### src/rtl/seconds_countdown_ctrl_pkg.sv
// Shared definitions for the seconds countdown controller and its display helpers.
// Holds the FSM state encoding, the two-digit BCD ceiling and default widths/limits.
package seconds_countdown_ctrl_pkg;

    localparam int unsigned BCD_MAX      = 99;
    localparam int unsigned CNT_W_DEF    = 8;
    localparam int unsigned WD_W_DEF     = 28;
    localparam int unsigned WD_LIMIT_DEF = 110_000_000;

    typedef enum logic [2:0] {
        ST_IDLE    = 3'd0,
        ST_ARM     = 3'd1,
        ST_WAIT_HI = 3'd2,
        ST_WAIT_LO = 3'd3,
        ST_HOLD    = 3'd4
    } state_e;

endpackage

### src/rtl/seconds_countdown_ctrl_if.sv
// Handshake between the countdown controller (initiator) and the 1-second one-shot timer.
//   tmr_start : 1-cycle arm strobe, initiator -> timer
//   tmr_done  : done level pulse (1..4 cycles), timer -> initiator
interface seconds_countdown_ctrl_if;

    logic tmr_start;
    logic tmr_done;

    modport master (output tmr_start, input tmr_done);
    modport slave  (input tmr_start, output tmr_done);

endinterface

### src/rtl/seconds_countdown_ctrl_bin2bcd_2digit.sv
// Combinational binary to two-digit BCD converter, usable by any 0..99 display.
// Inputs above 99 show as 99.
//   bin_i  : binary value
//   tens_c : tens digit
//   ones_c : ones digit
module bin2bcd_2digit
    import seconds_countdown_ctrl_pkg::*;
#(
    parameter int unsigned IN_W = 8
) (
    input  logic [IN_W-1:0] bin_i,
    output logic [3:0]      tens_c,
    output logic [3:0]      ones_c
);

    logic [IN_W-1:0] bin_sat;

    assign bin_sat = (bin_i > IN_W'(BCD_MAX)) ? IN_W'(BCD_MAX) : bin_i;
    assign tens_c  = 4'(bin_sat / IN_W'(10));
    assign ones_c  = 4'(bin_sat % IN_W'(10));

endmodule

### src/rtl/seconds_countdown_ctrl.sv
// Initiator side of the 1-second timer handshake: loads a seconds value, arms the
// one-shot timer, decrements once per completed second, re-arms until zero and then
// pulses expired. A watchdog flags a timer that never raises done.
//   clk, reset  : clock, synchronous active-high reset
//   load        : 1-cycle strobe, capture load_value (saturated to 99)
//   load_value  : seconds to count
//   pause       : level, hold at the next second boundary
//   tmr         : timer handshake (tmr_start out, tmr_done in)
//   secs_left   : remaining seconds, binary
//   bcd_tens/ones : remaining seconds, BCD (combinational from secs_left)
//   running     : high in ARM/WAIT_HI/WAIT_LO
//   expired     : 1-cycle pulse when the count reaches 0
//   timeout_err : sticky watchdog flag, cleared by reset or load
module seconds_countdown_ctrl
    import seconds_countdown_ctrl_pkg::*;
#(
    parameter int unsigned CNT_W    = CNT_W_DEF,
    parameter int unsigned WD_W     = WD_W_DEF,
    parameter int unsigned WD_LIMIT = WD_LIMIT_DEF
) (
    input  logic                      clk,
    input  logic                      reset,
    input  logic                      load,
    input  logic [CNT_W-1:0]          load_value,
    input  logic                      pause,
    seconds_countdown_ctrl_if.master  tmr,
    output logic [CNT_W-1:0]          secs_left,
    output logic [3:0]                bcd_tens,
    output logic [3:0]                bcd_ones,
    output logic                      running,
    output logic                      expired,
    output logic                      timeout_err
);

    state_e           state_q, state_d;
    logic [CNT_W-1:0] secs_q, secs_d;
    logic [WD_W-1:0]  wd_q, wd_d;
    logic             tmr_start_q, tmr_start_d;
    logic             running_q, running_d;
    logic             expired_q, expired_d;
    logic             timeout_err_q, timeout_err_d;

    logic [CNT_W-1:0] load_sat;
    logic [WD_W-1:0]  wd_inc;

    assign load_sat = (load_value > CNT_W'(BCD_MAX)) ? CNT_W'(BCD_MAX) : load_value;
    // Watchdog value including the current WAIT_HI cycle.
    assign wd_inc   = wd_q + WD_W'(1);

    // State and output registers.
    always_ff @(posedge clk) begin
        if (reset) begin
            state_q       <= ST_IDLE;
            secs_q        <= '0;
            wd_q          <= '0;
            tmr_start_q   <= 1'b0;
            running_q     <= 1'b0;
            expired_q     <= 1'b0;
            timeout_err_q <= 1'b0;
        end else begin
            state_q       <= state_d;
            secs_q        <= secs_d;
            wd_q          <= wd_d;
            tmr_start_q   <= tmr_start_d;
            running_q     <= running_d;
            expired_q     <= expired_d;
            timeout_err_q <= timeout_err_d;
        end
    end

    // Next-state, counter and watchdog logic.
    always_comb begin
        state_d       = state_q;
        secs_d        = secs_q;
        wd_d          = wd_q;
        expired_d     = 1'b0;
        timeout_err_d = timeout_err_q;

        if (load) begin
            // Load overrides everything, including a watchdog hit in the same cycle.
            secs_d        = load_sat;
            wd_d          = '0;
            timeout_err_d = 1'b0;
            if (load_sat == '0) begin
                expired_d = 1'b1;
                state_d   = ST_IDLE;
            end else if ((state_q != ST_IDLE) && tmr.tmr_done) begin
                // Timer still busy: wait for done to fall rather than arm it twice.
                state_d = ST_WAIT_LO;
            end else begin
                state_d = ST_ARM;
            end
        end else begin
            unique case (state_q)
                ST_IDLE: ;
                ST_ARM: begin
                    wd_d    = '0;
                    state_d = ST_WAIT_HI;
                end
                ST_WAIT_HI: begin
                    if (tmr.tmr_done) begin
                        if (secs_q != '0) begin
                            secs_d = secs_q - CNT_W'(1);
                        end
                        state_d = ST_WAIT_LO;
                    end else if (wd_inc == WD_W'(WD_LIMIT)) begin
                        timeout_err_d = 1'b1;
                        state_d       = ST_IDLE;
                    end else begin
                        wd_d = wd_inc;
                    end
                end
                ST_WAIT_LO: begin
                    if (!tmr.tmr_done) begin
                        if (secs_q == '0) begin
                            expired_d = 1'b1;
                            state_d   = ST_IDLE;
                        end else if (pause) begin
                            state_d = ST_HOLD;
                        end else begin
                            state_d = ST_ARM;
                        end
                    end
                end
                ST_HOLD: begin
                    if (!pause) begin
                        state_d = ST_ARM;
                    end
                end
                default: state_d = ST_IDLE;
            endcase
        end

        tmr_start_d = (state_d == ST_ARM);
        running_d   = (state_d == ST_ARM) || (state_d == ST_WAIT_HI) || (state_d == ST_WAIT_LO);
    end

    // Display digits follow the registered count.
    bin2bcd_2digit #(
        .IN_W (CNT_W)
    ) u_bcd (
        .bin_i  (secs_q),
        .tens_c (bcd_tens),
        .ones_c (bcd_ones)
    );

    assign tmr.tmr_start = tmr_start_q;
    assign secs_left     = secs_q;
    assign running       = running_q;
    assign expired       = expired_q;
    assign timeout_err   = timeout_err_q;

endmodule

### src/flat_wrapper.sv
// flat-port wrapper written by rule: the top's interface ports become plain ports
module seconds_countdown_ctrl_flat import seconds_countdown_ctrl_pkg::*;
#(
    parameter int unsigned CNT_W    = CNT_W_DEF,
    parameter int unsigned WD_W     = WD_W_DEF,
    parameter int unsigned WD_LIMIT = WD_LIMIT_DEF
)
  (clk, reset, load, load_value, pause, secs_left, bcd_tens, bcd_ones, running, expired, timeout_err, tmr_tmr_start, tmr_tmr_done);
  seconds_countdown_ctrl_if tmr_i ();
  input  logic clk;
  input  logic reset;
  input  logic load;
  input  logic [CNT_W-1:0] load_value;
  input  logic pause;
  output logic [CNT_W-1:0] secs_left;
  output logic [3:0] bcd_tens;
  output logic [3:0] bcd_ones;
  output logic running;
  output logic expired;
  output logic timeout_err;
  output wire logic [$bits(tmr_i.tmr_start)-1:0] tmr_tmr_start;
  input wire logic [$bits(tmr_i.tmr_done)-1:0] tmr_tmr_done;
  assign tmr_tmr_start = tmr_i.tmr_start;
  assign tmr_i.tmr_done = tmr_tmr_done;
  seconds_countdown_ctrl #(.CNT_W(CNT_W), .WD_W(WD_W), .WD_LIMIT(WD_LIMIT)) u_core (.clk(clk), .reset(reset), .load(load), .load_value(load_value), .pause(pause), .tmr(tmr_i), .secs_left(secs_left), .bcd_tens(bcd_tens), .bcd_ones(bcd_ones), .running(running), .expired(expired), .timeout_err(timeout_err));
endmodule
### config.mk
export PLATFORM = sky130hd
export DESIGN_NAME = seconds_countdown_ctrl_flat
export DESIGN_NICKNAME = d
export VERILOG_FILES = /design/src/rtl/seconds_countdown_ctrl_pkg.sv /design/src/rtl/seconds_countdown_ctrl_if.sv /design/src/rtl/seconds_countdown_ctrl_bin2bcd_2digit.sv /design/src/rtl/seconds_countdown_ctrl.sv /design/src/flat_wrapper.sv
export SDC_FILE = /design/constraint.sdc
export NUM_CORES = 1
export LEC_CHECK = 0
export ABC_CLOCK_PERIOD_IN_PS = 3800
export BUFFER_PORTS_ARGS = -buffer_cell sky130_fd_sc_hd__buf_2
export CORE_MARGIN = 2
export CORE_UTILIZATION = 59
export DETAILED_ROUTE_END_ITERATION = 16
export GPL_ROUTABILITY_DRIVEN = 0
export HOLD_SLACK_MARGIN = 0.08
export PLACE_DENSITY = 0.8
export SLEW_MARGIN = 20
export SYNTH_ARGS = -nofsm -noshare
export SYNTH_HDL_FRONTEND = slang
export SYNTH_SLANG_ARGS = --single-unit
### constraint.sdc
create_clock -name clk -period 3.8 [get_ports clk]
set_clock_uncertainty 0.05 [all_clocks]
set_input_delay 0.19 -clock clk [delete_from_list [all_inputs] [get_ports clk]]
set_output_delay 0.19 -clock clk [all_outputs]
set_load 0.05 [all_outputs]
==> flow_metrics.env, run 1 <==
export IMPL_track_usage_pct=24.72
export IMPL_crit_type="reg2out"
export IMPL_wl_um=6609
export IMPL_grt_max_degree=28
export IMPL_place_area_um2=3156
export IMPL_synthDistinctLibCells=69
export IMPL_numClockSinks=43
export IMPL_yosys_warnings=0
export IMPL_cp_required_ns=3.56
export IMPL_drt_drc_violations_left=0
export IMPL_vias_per_cell=6.152
export IMPL_synthTopCellsByCount="nor2_1 (60), dfxtp_1 (43), nand2_1 (24), nand3_1 (18)"
export IMPL_synth_xor_area_share_pct=6.189
export IMPL_rows=25
export IMPL_clk_latency_ns=0.30
export IMPL_die_area_um2=5621
export IMPL_ys_top_cells_by_area="dfxtp_1 (29%), nor2_1 (7.6%), xnor2_1 (4.4%)"
export IMPL_wl_per_cell_um=14.15
export IMPL_setup_tns_ns=0
export IMPL_root_buffer="clkbuf_8"
export IMPL_worstPathArrival_ns=3.09
export IMPL_grt_pass1_vias=2497
export IMPL_hold_violations=0
export IMPL_ant_nets=0
export IMPL_antenna_found_initial=0
export IMPL_power_density_nw_per_um2=334.8
export IMPL_vias=2873
export IMPL_leakage_nw=1.361
export IMPL_ir_worst_vdd_mv=0.2342
export IMPL_cts_tree="done"
export IMPL_synth_most_common_cell="nor2_1"
export IMPL_grt_first_pass_wirelength_um=10980
export IMPL_grt_overflow_total=0
export IMPL_cts_buffers=5
export IMPL_start_kind="register"
export IMPL_power_frac_seq_pct=43.4
export IMPL_drv_cap=0
export IMPL_slew_violations=0
export IMPL_status="finished clean"
export IMPL_fmaxAchievable_ghz=0.3002
export IMPL_cts_resized=0
export IMPL_diodes=0
export IMPL_fin_area_um2=3281
export IMPL_finalCritPeriodShare_pct=87.65
export IMPL_synth_edf_count=0
export IMPL_synthAdderAreaFrac_pct=1.684
export IMPL_area_growth_pct=10.40
export IMPL_cts_setup_buffers=0
export IMPL_setup_viol=0
export IMPL_r2r_start="u_core.wd_q[0]"
export IMPL_crit_path_end_kind="output pin"
export IMPL_cts_max_path_buffers=2
export IMPL_numPortBuffers=32
export IMPL_synth_seq_cells=43
export IMPL_rsz0062_at_grt="no"
export IMPL_tightest_slew_ns=0.5042
export IMPL_cp_max_fo=13
export IMPL_min_period_ns=3.331
export IMPL_synth_area_um2=2972
export IMPL_synth_flop_cell="dfxtp_1"
export IMPL_startpoint="u_core.secs_left[3]"
export IMPL_drtIter0Drc=231
export IMPL_muxShareOfSynthArea_pct=1.432
export IMPL_start_util_pct=62.09
export IMPL_drive_gt1_share_pct=16.50
export IMPL_syn_inst=380
export IMPL_worstHoldStart="load_value[2]"
export IMPL_synth_simple_area_share_pct=34.57
export IMPL_htree_num_levels=2
export IMPL_io_pins=33
export IMPL_clk_pin_slew_ns=0.09
export IMPL_fin_nets=416
export IMPL_die_h_um=74.97
export IMPL_intPower_mw=0.7304
export IMPL_yosysTopAreaCell="dfxtp_1"
export IMPL_ys_seq_area_share_pct=28.97
export IMPL_synth_top_family_by_area="simple AND/OR/NAND/NOR gates"
export IMPL_core_um2=4786
export IMPL_die_w_um=74.97
export IMPL_synthArstFlopShare_pct=0
export IMPL_synth_top_area_share_pct=28.97
export IMPL_hold_slack_ns=0.1029
export IMPL_dp_hpwl_um=4671
export IMPL_fillers=398
export IMPL_syn_avg_cell_area_um2=7.820
export IMPL_relSlewSlack_pct=66.28
export IMPL_syn_nets=397
export IMPL_power_frac_comb_pct=22.7
export IMPL_drtPass1Iterations=5
export IMPL_power_switching_mw=0.3680
export IMPL_switching_share_pct=33.51
export IMPL_hp_class="in2reg"
export IMPL_pwr_share_clk_pct=33.9
export IMPL_synth_compound_area_share_pct=21.89
[registers in the layout, summed over array words and instances, names as in the netlist]
register	cells
u_core.running	1
u_core.expired	1
u_core.wd_q	28
u_core.tmr.tmr_start	1
u_core.timeout_err	1
u_core.secs_left	8
u_core.state_q	3
[path summary, 6_finish.rpt]
| path | end | slack (ns) | cells after the start |
|---|---|---|---|
| worst max-delay path | bcd_ones[2] | 0.47 | 10 |
| worst min-delay path | u_core.secs_left[2] | 0.10 | 3 |
| worst max register to register | u_core.wd_q[9] | 0.61 | 11 |
| worst min register to register | u_core.state_q[2] | 0.49 | 2 |
[per-stage QoR]
| step | total power, mW | worst slack, ns | std cells | utilization, % |
|---|---|---|---|---|
| final | 1.098 | 0.4692 | 467 | 68.55 |
| after CTS | 1.099 | 0.5002 | 467 | 68.55 |
| after global routing | 1.140 | 0.2148 | 467 | 68.55 |
| after detailed placement | 0.7331 | 0.6381 | 458 | 65.93 |
| after floorplan | 0.6829 | 0.05064 | 380 | - |
| after global placement | 0.7289 | 0.7601 | 458 | 65.93 |
[cell families (layout without fill, tap and decap cells)]
logic type,Yosys count,after routing
AOI/OAI and AO/OA,84,84
buffers and inverters,34,54
and+or+nand+nor,190,190
DFF,43,43
muxes,4,4
adders and majority gates,4,4
xor gates and xnor gates,21,21
[routing by layer]
metal,share of wire [%],global-route usage [%],up-vias
met4,1.1,7.738,0
met5,0,0,-
li1,-,-,1431
met3,5.3,4.284,9
met1,47,33.97,1335
met2,47,39.67,98
[placed cells by master, fill, tap and decap left out, drive strengths merged, types with 3 or more instances in the layout]
cell and count:
nor2 61, dfxtp 43, buf 36, nand2 24
nand3 20, xnor2 15, and3 13, o21ai 13
a221o 12, nand4 12, a21oi 12, nor3 11
inv 10, and2 8, a22o 7, a211oi 7
nand3b 6, xor2 6, nor2b 6, nand2b 5
or3 5, clkbuf 5, a31oi 4, ha 4
a21bo 4, nor3b 4, nand4b 3, a211o 3
and3b 3, nor4 3
[area by class of cell]
class	count	area (um2)	area share, %
well taps	67	83.83	2.555
flip-flops and latches	43	860.8	26.24
multi-input cells	303	1987	60.56
clock inverters	3	46.29	1.411
repair buffers	37	200.2	6.102
clock buffers	5	68.82	2.098
inverters	9	33.78	1.030
[critical path, cell delays in order, from the launching register on]
cell	delay [ns]
dfxtp_1	0.64
nor2_1	0.12
nand3b_1	0.23
a21oi_4	0.25
xor2_1	0.31
nor2_1	0.15
o21ai_2	0.20
xnor2_1	0.17
ha_1	0.29
o22ai_2	0.16
buf_2	0.28
[power by group through the flow]
stage          sequential [mW]  clock [mW]  combinational [mW]
2_1_floorplan            0.500           0               0.182
3_3_place_gp             0.486           0               0.242
3_5_place_dp             0.487           0               0.246
4_1_cts                  0.476       0.375               0.248
5_1_grt                  0.479       0.390               0.270
6_report                 0.477       0.372               0.249
[repair_timing]
item                                    4_1_cts  5_1_grt
endpoints found under the setup margin        0        0
hold buffers                                  1        0
hold endpoints to repair                      1        0
Note: power is estimated with default switching activity, not from simulation.
==> inputs of run 2 (changes only) <==
--- a/config.mk
+++ b/config.mk
@@ -5,14 +5,15 @@
 export SDC_FILE = /design/constraint.sdc
 export NUM_CORES = 1
 export LEC_CHECK = 0
+export ABC_AREA = 1
 export ABC_CLOCK_PERIOD_IN_PS = 3800
 export BUFFER_PORTS_ARGS = -buffer_cell sky130_fd_sc_hd__buf_2
 export CORE_MARGIN = 2
-export CORE_UTILIZATION = 59
+export CORE_UTILIZATION = 60
 export DETAILED_ROUTE_END_ITERATION = 16
 export GPL_ROUTABILITY_DRIVEN = 0
 export HOLD_SLACK_MARGIN = 0.08
-export PLACE_DENSITY = 0.8
+export PLACE_DENSITY = 0.81
 export SLEW_MARGIN = 20
 export SYNTH_ARGS = -nofsm -noshare
 export SYNTH_HDL_FRONTEND = slang
==> run 2 against run 1 <==
Synthesized cell count up 43%. Fmax is 7.9% higher. Clock power decreased by 12%. First-iteration DRC count increased by 17%. Setup slack better by 0.24 ns. Global-route usage rose by 2.9 points. Critical path depth grew 5. Count of clock-buffer cells in the layout grew 3. Highest routed layer unchanged.
==> flow_metrics.env, run 2 <==
export IMPL_dp_hpwl_um=6063
export IMPL_vias=3507
export IMPL_ff2ff_path_depth=15
export IMPL_synth_top_area_share_pct=27.04
export IMPL_cts_tree="done"
export IMPL_rsz0062_at_grt="no"
export IMPL_cts_setup_buffers=0
export IMPL_rows=26
export IMPL_post_place_ws_ns=0.7119
export IMPL_hold_depth=2
export IMPL_root_buffer="clkbuf_8"
export IMPL_wl_per_cell_um=12.47
export IMPL_cts_resized=0
export IMPL_die_h_um=76.84
export IMPL_worstHoldStart="reset"
export IMPL_drv_cap=0
export IMPL_hp_class="in2reg"
export IMPL_die_area_um2=5904
export IMPL_postCtsHoldBufs=0
export IMPL_start_util_pct=62.32
export IMPL_start_kind="register"
export IMPL_synth_edf_count=0
export IMPL_htree_num_levels=2
export IMPL_ant_nets=0
export IMPL_leakage_nw=1.491
export IMPL_diodes=0
export IMPL_grt_first_pass_wirelength_um=13600
export IMPL_wl_um=8015
export IMPL_numClockSinks=43
export IMPL_timing_hold_worst_endpoint="u_core.secs_left[2]"
export IMPL_tightest_slew_ns=0.9107
export IMPL_antenna_found_initial=0
export IMPL_fin_nets=589
export IMPL_r2r_start="u_core.wd_q[0]"
export IMPL_ir_worst_vdd_mv=0.2967
export IMPL_ys_seq_area_share_pct=27.04
export IMPL_ys_top_cells_by_area="dfxtp_1 (27%), nand2_1 (21%), nand3_1 (9.4%)"
export IMPL_synthArstFlopShare_pct=0
export IMPL_synthTopCellsByCount="nand2_1 (176), inv_1 (69), nor2_1 (69), nand3_1 (60), dfxtp_1 (43)"
export IMPL_cp_max_fo=30
export IMPL_core_um2=5107
export IMPL_cp_required_ns=3.97
export IMPL_top_register="u_core.wd_q"
export IMPL_drtPass1Iterations=6
export IMPL_yosys_warnings=0
export IMPL_synth_area_um2=3183
export IMPL_syn_inst=543
export IMPL_power_density_nw_per_um2=324.5
export IMPL_synth_seq_cells=43
export IMPL_io_pins=33
export IMPL_fmaxAchievable_ghz=0.3240
export IMPL_drt_drc_violations_left=0
export IMPL_grt_overflow_total=0
export IMPL_area_growth_pct=8.923
export IMPL_vias_per_cell=5.454
export IMPL_setup_tns_ns=0
export IMPL_track_usage_pct=27.66
export IMPL_worstPathArrival_ns=3.26
export IMPL_synthDistinctLibCells=34
export IMPL_slew_violations=0
export IMPL_yosysTopAreaCell="dfxtp_1"
export IMPL_largest_reg_flops=28
export IMPL_fin_area_um2=3467
export IMPL_grt_max_degree=31
export IMPL_relSlewSlack_pct=39.22
export IMPL_syn_nets=560
export IMPL_final_common_cell="nand2_1"
export IMPL_die_w_um=76.84
export IMPL_r2r_slack_ns=0.71
export IMPL_reg2reg_to="u_core.wd_q[8]"
export IMPL_place_area_um2=3367
export IMPL_numPortBuffers=32
export IMPL_cts_max_path_buffers=2
export IMPL_power_mw=1.125
export IMPL_grt_pass1_vias=3191
export IMPL_finalCritPeriodShare_pct=81.23
export IMPL_drive_gt1_share_pct=9.773
export IMPL_setup_viol=0
export IMPL_drtIter0Drc=271
export IMPL_crit_type="reg2reg"
export IMPL_cts_buffers=5
export IMPL_synth_most_common_cell="nand2_1"
export IMPL_syn_avg_cell_area_um2=5.862
export IMPL_status="finished clean"
export IMPL_most_common_layout_cells="nand2_1 (176), nor2_1 (69), inv_1 (69), nand3_1 (60), dfxtp_1 (42)"
export IMPL_fin_ws_ns=0.7134
export IMPL_synth_flop_cell="dfxtp_1"
export IMPL_min_period_ns=3.087
export IMPL_hold_violations=0
export IMPL_clk_pin_slew_ns=0.08
export IMPL_crit_path_end_kind="register"
export IMPL_clk_latency_ns=0.30
-- run 2: report_power, final --
part | switching (mW) | total, mW | internal [mW]
registers | 0.0103 | 0.470 | 0.460
logic | 0.249 | 0.327 | 0.0778
clock network | 0.162 | 0.328 | 0.166
total | 0.421 | 1.13 | 0.704
-- run 2: cell families after synthesis --
logic type	Yosys count	synth area share (%)
flip-flops	43	27.04
AO/OA/AOI/OAI	58	10.50
multiplexers	1	0.3145
buffers and inverters	81	10.53
adder cells (fa/ha/maj)	4	1.572
AND/OR/NAND/NOR	345	47.01
XOR/XNOR	11	3.027
-- run 2: layer usage --
metal  share of wire, %  global-route usage, %  up-vias
li1                   -                      -     1801
met1                 44                  32.36     1572
met2                 49                  49.91      114
met3                5.3                  4.000       20
met4                2.4                  12.00        0
met5                  0                      0        -
-- run 2: how the worst max path moves through the flow --
stage,slack [ns],cells after the start,end,start
floorplan,0.03,16,bcd_ones[1],u_core.secs_left[3]
global placement,0.83,15,u_core.wd_q[14],u_core.wd_q[0]
detailed placement,0.71,15,u_core.wd_q[8],u_core.wd_q[0]
CTS,0.69,15,u_core.wd_q[8],u_core.wd_q[0]
global route,0.39,16,bcd_ones[3],u_core.secs_left[3]
finish,0.71,15,u_core.wd_q[8],u_core.wd_q[0]
-- run 2: worst max-delay path, cell delays in order (launching register included) --
cell and delay [ns]:
dfxtp_1 0.42, ha_1 0.28, nand3_1 0.19, nor2_1 0.22, nand3_1 0.14, nand2_1 0.09, nand2_1 0.09, nor2_1 0.11
nand3_1 0.09, nor2_1 0.14, nand3_2 0.13, nand2_2 0.09, nand2_2 0.34, nand2_4 0.41, nand2_1 0.10, a21oi_1 0.13
-- run 2: metrics by stage --
step	utilization, %	hold WS (ns)	cells
after global placement	65.92	0.3964	635
final	67.88	0.1058	643
after detailed placement	65.92	0.4130	635
after global routing	67.88	0.1054	643
after CTS	67.88	0.1021	643
after floorplan	-	0.2091	543
-- run 2: final cells by class --
class	count	area (um2)
tap	70	87.58
multi-input combinational	419	1987
clock buffer	8	100.1
inverter	70	262.8
fill	469	1640
sequential	43	862.1
timing repair buffer	33	167.7
==> inputs of run 3 (changes only) <==
--- a/config.mk
+++ b/config.mk
@@ -5,15 +5,15 @@
 export SDC_FILE = /design/constraint.sdc
 export NUM_CORES = 1
 export LEC_CHECK = 0
-export ABC_AREA = 1
-export ABC_CLOCK_PERIOD_IN_PS = 3800
+export ABC_AREA = 0
+export ABC_CLOCK_PERIOD_IN_PS = 2600
 export BUFFER_PORTS_ARGS = -buffer_cell sky130_fd_sc_hd__buf_2
 export CORE_MARGIN = 2
-export CORE_UTILIZATION = 60
+export CORE_UTILIZATION = 53
 export DETAILED_ROUTE_END_ITERATION = 16
 export GPL_ROUTABILITY_DRIVEN = 0
 export HOLD_SLACK_MARGIN = 0.08
-export PLACE_DENSITY = 0.81
+export PLACE_DENSITY = 0.76
 export SLEW_MARGIN = 20
 export SYNTH_ARGS = -nofsm -noshare
 export SYNTH_HDL_FRONTEND = slang
==> constraint.sdc (replaced) <==
create_clock -name clk -period 2.6 [get_ports clk]
set_clock_uncertainty 0.05 [all_clocks]
set_input_delay 0.13 -clock clk [delete_from_list [all_inputs] [get_ports clk]]
set_output_delay 0.13 -clock clk [all_outputs]
set_load 0.05 [all_outputs]
==> run 3 against run 2 <==
The run now ends with negative setup slack left. Total power up 53%. Combinational power up 81%. Clock power rose by 36%. Global-route usage is 9.9 points higher. Count of clock-buffer cells in the layout decreased by 2. Sequential share of layout area fell by 6.2 points. Routed wire length rose by 74%. Sequential power up 47%. Critical path type unchanged.
==> flow_metrics.env, run 3 (synthesis gave the netlist of run 1 again) <==
export IMPL_die_w_um=78.88
export IMPL_max_stage_delay_ns=0.40
export IMPL_grt_pass1_vias=3659
export IMPL_drtIter0Drc=514
export IMPL_antenna_found_initial=0
export IMPL_largest_reg_flops=28
export IMPL_cts_tree="done"
export IMPL_drtPass1Iterations=6
export IMPL_top_register="u_core.wd_q"
export IMPL_root_buffer="clkbuf_8"
export IMPL_ir_worst_vdd_mv=0.4102
export IMPL_setup_viol=34
export IMPL_finalCritPeriodShare_pct=110.5
export IMPL_start_kind="register"
export IMPL_relSlewSlack_pct=32.62
export IMPL_io_pins=33
export IMPL_start_util_pct=54.30
export IMPL_drt_drc_violations_left=0
export IMPL_hp_class="in2reg"
export IMPL_power_mw=1.727
export IMPL_worstPathCellList="buf_4 > nand2_1 > nor2_4 > buf_6 > nand4_4 > or3b_4 > a211oi_4 > buf_6 > buf_8 > a211oi_4 > and3_4 > a221o_1"
export IMPL_clk_pin_slew_ns=0.09
export IMPL_numPortBuffers=32
export IMPL_crit_type="reg2reg"
export IMPL_grt_max_degree=14
export IMPL_grt_overflow_total=0
export IMPL_drv_cap=0
export IMPL_power_density_nw_per_um2=360.3
export IMPL_hold_violations=0
export IMPL_final_common_cell="buf_4"
export IMPL_fmaxAchievable_ghz=0.3479
export IMPL_crit_path_end_kind="register"
export IMPL_rsz0062_at_grt="yes"
export IMPL_violations="negative setup slack"
export IMPL_vias=4196
export IMPL_most_common_layout_cells="buf_4 (100), nor2_1 (53), buf_2 (29), dfxtp_1 (28), nand2_1 (20)"
export IMPL_wl_met3_um=1621
export IMPL_cts_buffers=5
export IMPL_route_met2_wl_um=6422
export IMPL_fin_util_pct=87.59
export IMPL_die_area_um2=6222
export IMPL_drive_gt1_share_pct=45.82
export IMPL_core_um2=5473
export IMPL_wl_um=13950
export IMPL_cp_max_fo=8
export IMPL_diodes=0
export IMPL_cts_max_path_buffers=2
export IMPL_die_h_um=78.88
export IMPL_fin_nets=542
export IMPL_area_growth_pct=61.31
export IMPL_clk_latency_ns=0.31
export IMPL_worstPathArrival_ns=3.01
export IMPL_grt_first_pass_wirelength_um=18370
export IMPL_highest_layer="met4"
export IMPL_fin_ws_ns=-0.2740
export IMPL_slew_violations=0
export IMPL_rows=27
export IMPL_wl_met1_um=4762
export IMPL_r2r_slack_ns=-0.27
export IMPL_numClockSinks=43
export IMPL_tightest_slew_ns=1.011
export IMPL_htree_num_levels=2
export IMPL_wl_per_cell_um=23.33
export IMPL_crit_slowest_cell="or3b_4"
export IMPL_cp_required_ns=2.73
export IMPL_leakage_nw=2.087
export IMPL_min_period_ns=2.874
export IMPL_vias_per_cell=7.017
export IMPL_ant_nets=0
export IMPL_track_usage_pct=37.60
export IMPL_dp_hpwl_um=5697
export IMPL_status="finished with violations"
## run 3: worst max-delay path, delay by kind of cell, from the launching register on
kind,cells,cell delay [ns]
simple gates,5,1.06
compound gates,3,0.69
buf+inv,4,0.61
flops,1,0.34
## run 3: path summary, 6_finish.rpt
check | start | endpoint | cells after the start
setup / recovery | u_core.wd_q[14] | u_core.wd_q[19] | 12
setup reg to reg | u_core.wd_q[14] | u_core.wd_q[19] | 12
hold reg to reg | u_core.wd_q[3] | u_core.wd_q[3] | 1
hold / removal | reset | u_core.state_q[1] | 2
## run 3: stage by stage
| step | TNS (ns) | setup WS, ns | cell area (um2) | hold slack, ns | std cells |
|---|---|---|---|---|---|
| 2_1_floorplan | -0.5657 | -0.3066 | 3139 | 0.1599 | 380 |
| 3_3_place_gp | -9.988 | -0.4526 | 3774 | 0.3404 | 528 |
| 3_5_place_dp | -13.80 | -0.6133 | 3774 | 0.3388 | 528 |
| 4_1_cts | -0.1631 | -0.03785 | 4424 | 0.09593 | 579 |
| 5_1_grt | -8.297 | -0.3211 | 4793 | 0.1077 | 598 |
| 6_report | -5.296 | -0.2740 | 4793 | 0.1116 | 598 |
## run 3: timing repair
item | CTS | global route
pin swaps | 27 | 38
buffers inserted | 32 | 19
cloned | 5 | 2
resized for setup | 50 | 49
endpoints found under the setup margin | 34 | 35
endpoints found under the hold margin | 6 | 0
hold buffers | 6 | 0
## run 3: layout make-up
class	instances	area, um2
clock buffer	6	72.57
clock inverter	2	12.51
fill	220	679.4
inverter	9	33.78
multi-input combinational	307	2430
sequential	43	894.6
tap	72	90.09
timing repair buffer	159	1260
## run 3: per-layer routing
metal  up-vias  track usage [%]
met5         -                0
met4         0            16.38
met3       151            8.864
met2       416            63.42
met1      1943            45.80
li1       1686                -
## run 3: power by group
part           total [mW]  internal (mW)  switching [mW]
sequential          0.691          0.668          0.0221
combinational       0.591          0.222           0.369
clock               0.446          0.189           0.257
total                1.73           1.08           0.648
